### src/rtl/rep_umul_pkg.sv
// Shared types and helpers for the run-controlled unary multiplier array.
package rep_umul_pkg;

    typedef enum logic [1:0] {
        ST_IDLE = 2'd0,
        ST_RUN  = 2'd1,
        ST_DONE = 2'd2
    } state_e;

    localparam int unsigned DEF_BITWIDTH = 8;
    localparam int unsigned DEF_CH       = 4;
    localparam int unsigned DEF_WINDOW   = 1 << DEF_BITWIDTH;

    // Number of enabled cycles in one run window.
    function automatic int unsigned window_len(input int unsigned bw);
        return 1 << bw;
    endfunction

    // LSB position of a lane inside a flattened lane bus.
    function automatic int unsigned lane_lsb(input int unsigned lane, input int unsigned bw);
        return lane * bw;
    endfunction

endpackage

### src/rtl/rep_umul_lane.sv
// One multiplier lane: operand buffer, stochastic compare/product, window accumulator.
module rep_umul_lane
    import rep_umul_pkg::*;
#(
    parameter int unsigned BITWIDTH = DEF_BITWIDTH
) (
    input  logic                clk,
    input  logic                rst_n,
    input  logic                load_b,
    input  logic [BITWIDTH-1:0] b_in,
    input  logic                a_in,
    input  logic [BITWIDTH-1:0] seq,
    input  logic                bipolar,
    input  logic                clr_acc,
    input  logic                sample,
    input  logic                capture,
    output logic                raw_c,
    output logic [BITWIDTH-1:0] result
);

    logic [BITWIDTH-1:0] b_q, b_d;
    logic [BITWIDTH-1:0] acc_q, acc_d;
    logic [BITWIDTH-1:0] result_q, result_d;
    logic                gt;

    always_comb begin
        gt    = b_q > seq;
        raw_c = bipolar ? ~(a_in ^ gt) : (a_in & gt);
        b_d   = load_b ? b_in : b_q;
        acc_d = acc_q;
        if (clr_acc) begin
            acc_d = '0;
        end else if (sample) begin
            acc_d = acc_q + BITWIDTH'(raw_c);
        end
        // The final edge captures the sum including the last sample.
        result_d = capture ? acc_d : result_q;
    end

    always_ff @(posedge clk or negedge rst_n) begin
        if (!rst_n) begin
            b_q      <= '0;
            acc_q    <= '0;
            result_q <= '0;
        end else begin
            b_q      <= b_d;
            acc_q    <= acc_d;
            result_q <= result_d;
        end
    end

    assign result = result_q;

endmodule

### src/rtl/sobolrng.sv
// First-dimension Sobol sequence generator in Gray-code order: each enabled
// step flips the direction bit picked by the lowest zero bit of the index.
module sobolrng #(
    parameter int unsigned BITWIDTH = 8
) (
    input  logic                iClk,
    input  logic                iRstN,
    input  logic                iEn,
    input  logic                iClr,
    output logic [BITWIDTH-1:0] sobolSeq
);

    logic [BITWIDTH-1:0] idx_q, idx_d;
    logic [BITWIDTH-1:0] seq_q, seq_d;
    logic [BITWIDTH-1:0] flip;
    logic                found;

    always_comb begin
        flip  = '0;
        found = 1'b0;
        for (int unsigned i = 0; i < BITWIDTH; i++) begin
            if (!found && !idx_q[i]) begin
                flip[BITWIDTH-1-i] = 1'b1;
                found              = 1'b1;
            end
        end
        idx_d = idx_q;
        seq_d = seq_q;
        if (iClr) begin
            idx_d = '0;
            seq_d = '0;
        end else if (iEn) begin
            idx_d = idx_q + BITWIDTH'(1);
            seq_d = seq_q ^ flip;
        end
    end

    always_ff @(posedge iClk or negedge iRstN) begin
        if (!iRstN) begin
            idx_q <= '0;
            seq_q <= '0;
        end else begin
            idx_q <= idx_d;
            seq_q <= seq_d;
        end
    end

    assign sobolSeq = seq_q;

endmodule

### src/rtl/rep_umul_array.sv
// Multi-lane run-controlled unary multiplier sharing one Sobol generator.
// Optional XNOR bipolar mode enabled by defining REP_UMUL_BIPOLAR_EN.
module rep_umul_array
    import rep_umul_pkg::*;
#(
    parameter int unsigned BITWIDTH = DEF_BITWIDTH,
    parameter int unsigned CH       = DEF_CH
) (
    input  logic                   iClk,
    input  logic                   iRstN,
    input  logic                   iStart,
    input  logic                   iEn,
    input  logic                   loadB,
    input  logic [CH*BITWIDTH-1:0] iB,
    input  logic [CH-1:0]          iA,
`ifdef REP_UMUL_BIPOLAR_EN
    input  logic                   iBipolar,
`endif
    output logic [CH-1:0]          oBit,
    output logic [CH*BITWIDTH-1:0] oResult,
    output logic                   oBusy,
    output logic                   oDone
);

    localparam int unsigned WINDOW = window_len(BITWIDTH);

    state_e              state_q, state_d;
    logic [BITWIDTH-1:0] cnt_q, cnt_d;
    logic                busy_q, busy_d;
    logic                done_q, done_d;
    logic                clr_c, sample_c, capture_c, load_c;
    logic                bipolar;
    logic [BITWIDTH-1:0] seq;
    logic [CH-1:0]       raw_c;

    always_comb begin
        state_d   = state_q;
        cnt_d     = cnt_q;
        clr_c     = 1'b0;
        sample_c  = 1'b0;
        capture_c = 1'b0;
        load_c    = loadB && (state_q != ST_RUN);
        unique case (state_q)
            ST_IDLE: begin
                if (iStart) begin
                    state_d = ST_RUN;
                    cnt_d   = '0;
                    clr_c   = 1'b1;
                end
            end
            ST_RUN: begin
                if (iEn) begin
                    sample_c = 1'b1;
                    cnt_d    = cnt_q + BITWIDTH'(1);
                    if (cnt_q == BITWIDTH'(WINDOW - 1)) begin
                        state_d   = ST_DONE;
                        capture_c = 1'b1;
                    end
                end
            end
            ST_DONE: state_d = ST_IDLE;
            default: state_d = ST_IDLE;
        endcase
        busy_d = (state_d == ST_RUN);
        done_d = (state_d == ST_DONE);
    end

    always_ff @(posedge iClk or negedge iRstN) begin
        if (!iRstN) begin
            state_q <= ST_IDLE;
            cnt_q   <= '0;
            busy_q  <= 1'b0;
            done_q  <= 1'b0;
        end else begin
            state_q <= state_d;
            cnt_q   <= cnt_d;
            busy_q  <= busy_d;
            done_q  <= done_d;
        end
    end

`ifdef REP_UMUL_BIPOLAR_EN
    logic bipolar_q, bipolar_d;

    // Mode is latched at the start edge and frozen for the run.
    always_comb begin
        bipolar_d = clr_c ? iBipolar : bipolar_q;
    end

    always_ff @(posedge iClk or negedge iRstN) begin
        if (!iRstN) begin
            bipolar_q <= 1'b0;
        end else begin
            bipolar_q <= bipolar_d;
        end
    end

    assign bipolar = bipolar_q;
`else
    assign bipolar = 1'b0;
`endif

    sobolrng #(
        .BITWIDTH (BITWIDTH)
    ) u_rng (
        .iClk     (iClk),
        .iRstN    (iRstN),
        .iEn      (sample_c),
        .iClr     (clr_c),
        .sobolSeq (seq)
    );

    for (genvar c = 0; c < CH; c++) begin : g_lane
        rep_umul_lane #(
            .BITWIDTH (BITWIDTH)
        ) u_lane (
            .clk     (iClk),
            .rst_n   (iRstN),
            .load_b  (load_c),
            .b_in    (iB[lane_lsb(c, BITWIDTH) +: BITWIDTH]),
            .a_in    (iA[c]),
            .seq     (seq),
            .bipolar (bipolar),
            .clr_acc (clr_c),
            .sample  (sample_c),
            .capture (capture_c),
            .raw_c   (raw_c[c]),
            .result  (oResult[lane_lsb(c, BITWIDTH) +: BITWIDTH])
        );
    end

    assign oBit  = raw_c & {CH{busy_q & iEn}};
    assign oBusy = busy_q;
    assign oDone = done_q;

endmodule

### config.mk
export PLATFORM = sky130hd
export DESIGN_NAME = rep_umul_array
export DESIGN_NICKNAME = d
export VERILOG_FILES = /design/src/rtl/rep_umul_pkg.sv /design/src/rtl/rep_umul_lane.sv /design/src/rtl/sobolrng.sv /design/src/rtl/rep_umul_array.sv
export SDC_FILE = /design/constraint.sdc
export NUM_CORES = 1
export LEC_CHECK = 0
export ABC_CLOCK_PERIOD_IN_PS = 3100
export BUFFER_PORTS_ARGS = -buffer_cell sky130_fd_sc_hd__buf_4
export CORE_AREA = 5 5 121 100
export DETAILED_ROUTE_END_ITERATION = 10
export DIE_AREA = 0 0 126 105
export PLACE_DENSITY = 0.79
export SLEW_MARGIN = 10
export SYNTH_ARGS = -nofsm -noshare
export SYNTH_HDL_FRONTEND = slang
export SYNTH_SLANG_ARGS = --single-unit
### constraint.sdc
create_clock -name iClk -period 3.1 [get_ports iClk]
set_input_delay 0.62 -clock iClk [delete_from_list [all_inputs] [get_ports iClk]]
set_output_delay 0.62 -clock iClk [all_outputs]
set_load 0.01 [all_outputs]
After elaboration in Yosys (flattened, before gate mapping)
Cells that the tools add are included.
Word-level totals
  register bits after elaboration: 124
  input port bits: 41
  output and inout bits: 38
  logic and storage cells: 107
Operators by class
  bitwise logic cells: 7
  $lt $le $gt $ge: 4
  eq/ne operators: 7
  multiplexer cells: 40
  reductions and logical operators: 25
  $add $sub $neg: 6
Operators by type and width (count)
  8-bit 2-to-1 mux: 14
  8-bit by 1-bit adder with 8-bit output: 4
  8-bit > comparator: 4
  1-bit 2-to-1 mux: 21
  8-bit by 1-bit adder with 8-bit output, second input constant: 2
  8-bit one-hot mux with 2 select lines: 1
  1-bit zero test: 13
  8-bit equality test, second input constant: 1
  1-bit logical AND: 8
  8-bit bitwise XOR: 1
  2-bit 2-to-1 mux: 3
  1-bit AND: 5
  4-bit AND: 1
  2-bit by 1-bit equality test with 1-bit output, second input constant: 2
  2-bit inequality test, second input constant: 2
  2-bit one-hot mux with 2 select lines: 1
  2-bit nonzero test: 2
  3-bit AND reduction: 1
  2-bit equality test, second input constant: 1
  2-bit zero test: 1
  2-bit by 1-bit inequality test with 1-bit output, second input constant: 1

Logic depth before layout (Yosys ltp)
  word-level depth: 24
  gate-level depth with buffers: 12
  mapped depth without buffers: 12

Hierarchy
From an unflattened synthesis, not the netlist that was laid out.
Second synthesis, totals
  cell total of the unflattened synthesis: 590
  area total of the unflattened synthesis: 6398.6 um2
Modules (own cells, without submodules)
  rep_umul_lane at g_lane[0].u_lane ...: cells each 108, area an instance 1212.4 um2, instances 3, sequential area each 600.6 um2
  rep_umul_lane at g_lane[1].u_lane: cells each 121, area an instance 1312.5 um2, instances 1, sequential area each 600.6 um2
  sobolrng: cells each 78, area an instance 802.0 um2, instances 1, sequential area each 400.4 um2
  rep_umul_array: cells each 67, area an instance 646.9 um2, instances 1, sequential area each 300.3 um2

Least setup slack after synthesis
Ideal clock, no wire load.
  path kind: register -> register
  start: register u_rng.seq_q[5], in the netlist u_rng.sobolSeq[5]
  end: register g_lane[0].u_lane.result_q[2]
  data arrival time: 2.223 ns
  slack: 0.752 ns
  path buffers: 0
  setup time: 0.125 ns
  stages on the path, launching flop included: 13
  data required time: 2.975 ns
  period minus slack after synthesis: 2.348 ns
  cell sequence: dfrtp_1 > inv_1 > ha_1 > a21oi_1 > nor2_1 > a211oi_1 > a21oi_1 > ha_1 > ha_1 > nand4b_1 > xor2_1 > nor2_1 > mux2_2
On the way
  cells in the longest elaborated chain, start to end: 5
RTL lines
  start: declaration: RTL line sobolrng.sv:14  | logic [BITWIDTH-1:0] seq_q, seq_d;
  start signal: assignment: RTL line sobolrng.sv:44  | seq_q <= seq_d;
  8-bit > comparator: RTL line rep_umul_lane.sv:27  | gt = b_q > seq;
  1-bit AND: RTL line rep_umul_lane.sv:28  | raw_c = bipolar ? ~(a_in ^ gt) : (a_in & gt);
  8-bit by 1-bit adder with 8-bit output: RTL line rep_umul_lane.sv:34  | acc_d = acc_q + BITWIDTH'(raw_c);
  8-bit 2-to-1 mux: RTL line rep_umul_lane.sv:33  | end else if (sample) begin
  8-bit 2-to-1 mux: RTL line rep_umul_lane.sv:31  | if (clr_acc) begin
  via g_lane[0].u_lane.acc_d[2]: RTL line rep_umul_lane.sv:22  | logic [BITWIDTH-1:0] acc_q, acc_d;
  end signal: assignment: RTL line rep_umul_lane.sv:48  | result_q <= result_d;
  end: declaration: RTL line rep_umul_lane.sv:23  | logic [BITWIDTH-1:0] result_q, result_d;
The timed path passes the listed nets, and every way through them passes these cells.
A chain may end at the register's enable or synchronous reset.

Worst setup path in the final report
  start: register u_rng.seq_q[1], in the netlist u_rng.sobolSeq[1]
  end: register g_lane[3].u_lane.result_q[4]
On the way
  cells in the longest elaborated chain, start to end: 5
RTL lines (RTL line)
  8-bit > comparator: rep_umul_lane.sv:27
  1-bit AND: rep_umul_lane.sv:28
  8-bit by 1-bit adder with 8-bit output: rep_umul_lane.sv:34
  8-bit 2-to-1 mux: rep_umul_lane.sv:33
  8-bit 2-to-1 mux: rep_umul_lane.sv:31
  via g_lane[3].u_lane.acc_d[4]: rep_umul_lane.sv:22
  end signal: assignment: rep_umul_lane.sv:48
  end: declaration: rep_umul_lane.sv:23
The timed path passes the listed nets, and every way through them passes these cells.

==> results.md <==
* Run status: complete, no violations
* Fraction of the cycle the final worst path needs at between 80% and 90%
* Largest net degree at the start of global routing at 53
* Power per unit of standard cell area at 710 mW/mm^2
* Post-layout net count at between 700 and 800
* Number of flops mapped to enable cells by yosys at 0
* Top-Level Pins at 79
* Worst-case setup margin in the final layout at around 0.32 ns
* Final-report setup violation count at 0
* Worst hold margin at roughly 0.25 ns
* DRC at 0
* Flops & latches, synth at about 120
* Starting DRT DRC Count at roughly 260
* Post-synth top area share at 51.0%
* Reported leakage power at approximately 3.5 nW
* Die Y at around 110 um
* Final number of max-transition violations at 0
* Area delta synth->final at 20.3%
* Sw Ratio at 31.1%
* Wire length after detailed routing at 13.7 mm
* Antenna-violating nets left at 0
* Number of placement rows at 34
* Wirelength per Cell at around 17 um
* Least-Margin Pin Slew at between 0.6 and 0.7 ns
* Clock slew at the register clock pins of the worst setup and hold paths at around 0.050 ns
* Clock Skew at between 0.005 and 0.006 ns
* Number of CTS-inserted buffers at 17
* Most common cell in the synthesized netlist: dfrtp_1
* Fraction of power consumed by sequential logic at about two fifths
* Predominant post-synthesis flop cell: dfrtp_1
* Max rail drop VDD at roughly 0.48 mV
* First-pass GRT wire length at 23.0 mm
* Worst setup slack before clock tree synthesis at 0.436 ns
* Power Total at slightly above 5 mW
* Most area-consuming cells after synthesis: dfrtp_1, ha_1, mux2_2
* Highest net fanout along the worst path at 4
* Buffers inserted by post-CTS timing repair at 0
* Quantity of hold-fixing buffers added after cts at 0
* Die Area at about 0.013 sq mm
* Type of destination of the critical path: flip-flop
* Minimum clock period after layout at between 2 and 3 ns
* Total instance count after detailed placement at ~760
* Core Box Area at about 0.011 sq mm
* Post-DR vias/cell at approximately 5.7
* Placer Congestion at 0.881
* Worst min-delay path class: in -> async
* Seq/Total Area, Yosys at about half
* FMAX at approximately 0.36 GHz
* Bufs on Longest Clock Path at 2
* Width of the chip at about 130 um
* Antenna violations before repair at 0
* Mean cell area of the mapped netlist at ~11 sq um
* TritonCTS clock tree: done
* Number of diodes added for antenna fixing at 0
* Cell-internal power at ~3.6 mW
* Count of endpoints failing hold in the final timing report at 0
* Fraction of final layout cells with drive strength greater than 1 at a little over a quarter
* Unrepaired setup endpoints after global routing: no
* Arrival time of data at the critical path endpoint at 3.13 ns
* Netlist cell types at 39
* Required time at the worst-slack endpoint at 3.45 ns
* Total number of clock tree sinks at between 100 and 150
* Summed instance area of the synthesized netlist at approximately 0.006 sq mm
* Post-cts sizing count at 0
* Library cell occupying the most area in the post-synthesis netlist: dfrtp_1
* Warnings from Yosys at 0
* Most used standard cells in the synthesized netlist: dfrtp_1, nor2_1, mux2_2
* WS Path Type: reg -> reg
* Switching component of the power at approximately 1.6 mW
* Total half-perimeter wirelength after legalization and detailed placement at ~9.7 mm
* Max-Slew Margin vs Limit at a little under three fifths
* Aggregate global-route resource usage at a little over a fifth
* Critical path launch point type: flip-flop
* Latest clock arrival within the worst-skew pair at 0.41 ns
* Root Buffer Master: clkbuf_16
* Post-Synthesis Net Count at around 640
* CTS H-tree depth at 4
* Sum Neg Setup Slack at 0 ns
* Max-cap viol count at 0
* Final Non-Filler Cells at between 700 and 800
* DR pass1 iterations at 4
* Power share of the clock group at between 30% and 40%
* Vias in the first global route at between 4k and 5k
* Via count at around 4.5k
* Comb power frac at between 20% and 30%
* IO Port Bufs at between 70 and 80
* Cells after Synth at around 550
* Share of flip-flops with an asynchronous set or reset after synthesis at 100%
* Initial cell density of the core at ~57%
* Sum of overflow across all layers after global routing at 0
registers in the layout, indices dropped and copies added, names as in the netlist:
signal,flops
oDone,1
cnt_q,8
g_lane.u_lane.result,32
u_rng.sobolSeq,8
g_lane.u_lane.b_q,32
oBusy,1
u_rng.idx_q,8
state_q,2
g_lane.u_lane.acc_q,32
cells by family after synthesis:
| logic type | Yosys count | share of synthesized area, % |
|---|---|---|
| compound gates | 88 | 8.47 |
| fa+ha+maj | 44 | 9.05 |
| xor+xnor | 32 | 4.61 |
| mux | 48 | 8.84 |
| simple gates | 173 | 14.4 |
| flops | 124 | 51.0 |
| buf+inv | 43 | 3.64 |
through the flow:
step	util, %	instance area (sq um)
floorplan	-	6080
global placement	63.3	6790
detailed placement	63.3	6790
CTS	68.3	7320
global route	68.3	7320
finish	68.3	7320
cell type report:
cell class / instances / area, sq um
inverters: 19 / 71.3
clock inverters: 9 / 72.6
clock buffers: 21 / 460
fillers: 797 / 3400
multi-input cells: 385 / 2770
flip-flops and latches: 124 / 3100
well taps: 144 / 180
repair buffers: 87 / 666
critical path: stages (launching register included):
cell and delay (ns):
dfrtp_1 0.36, inv_1 0.12, ha_1 0.32, nor2b_1 0.15
o211ai_1 0.11, a21o_1 0.19, a21oi_1 0.16, ha_1 0.25
ha_1 0.21, nand3_1 0.11, or3_1 0.32, a21oi_1 0.22
mux2_2 0.20
routing by layer:
| metal | routed length, um | global-route usage (%) | part of all wire, % | vias up |
|---|---|---|---|---|
| li1 | - | - | - | 2113 |
| met1 | 5810 | 27.3 | 42 | 2231 |
| met2 | 6910 | 35.4 | 50 | 125 |
| met3 | 680 | 5.61 | 4.9 | 35 |
| met4 | 339 | 9.04 | 2.5 | 0 |
| met5 | 0 | 0 | 0 | - |
final timing paths:
kind | from | end | slack [ns] | cells past startpoint
min reg2reg | u_rng.sobolSeq[2] | u_rng.sobolSeq[2] | 0.50 | 1
min | iRstN | u_rng.sobolSeq[2] | 0.25 | 1
max in group asynchronous | iRstN | g_lane[3].u_lane.result[0] | 2.04 | 2
min in group iClk | iB[3] | g_lane[0].u_lane.b_q[3] | 0.44 | 2
max | u_rng.sobolSeq[1] | g_lane[3].u_lane.result[4] | 0.32 | 12
max reg2reg | u_rng.sobolSeq[1] | g_lane[3].u_lane.result[4] | 0.32 | 12
power by group through the flow:
stage               registers (mW)  clock network (mW)  logic (mW)
finish                        2.15                1.79        1.25
CTS                           2.15                1.81        1.25
floorplan                     2.08                   0       0.914
global placement              2.15                   0        1.13
detailed placement            2.16                   0        1.23
global route                  2.19                1.89        1.42
cell usage in the layout (no fill, tap or decap), types with 2 or more instances in the layout:
cell,count
nor3b_1,3
clkbuf_16,17
xnor2_1,21
nand2b_1,2
nand4_1,23
o21ai_0,15
or4_1,2
nor4_1,3
nor2_1,61
nand2_1,42
o211ai_1,6
dfrtp_1,124
ha_1,44
inv_1,19
nor3_1,8
xor2_1,11
nor2b_1,5
a21oi_1,44
nand3_1,7
buf_4,86
clkbuf_8,2
nand4b_1,5
a2111oi_0,2
or3_1,4
o31ai_1,6
a211oi_1,8
nor4_2,2
mux2i_1,2
clkinv_2,7
mux2_2,46
clkbuf_1,2
a21o_1,5
Note: power is estimated with default switching activity, not from simulation.
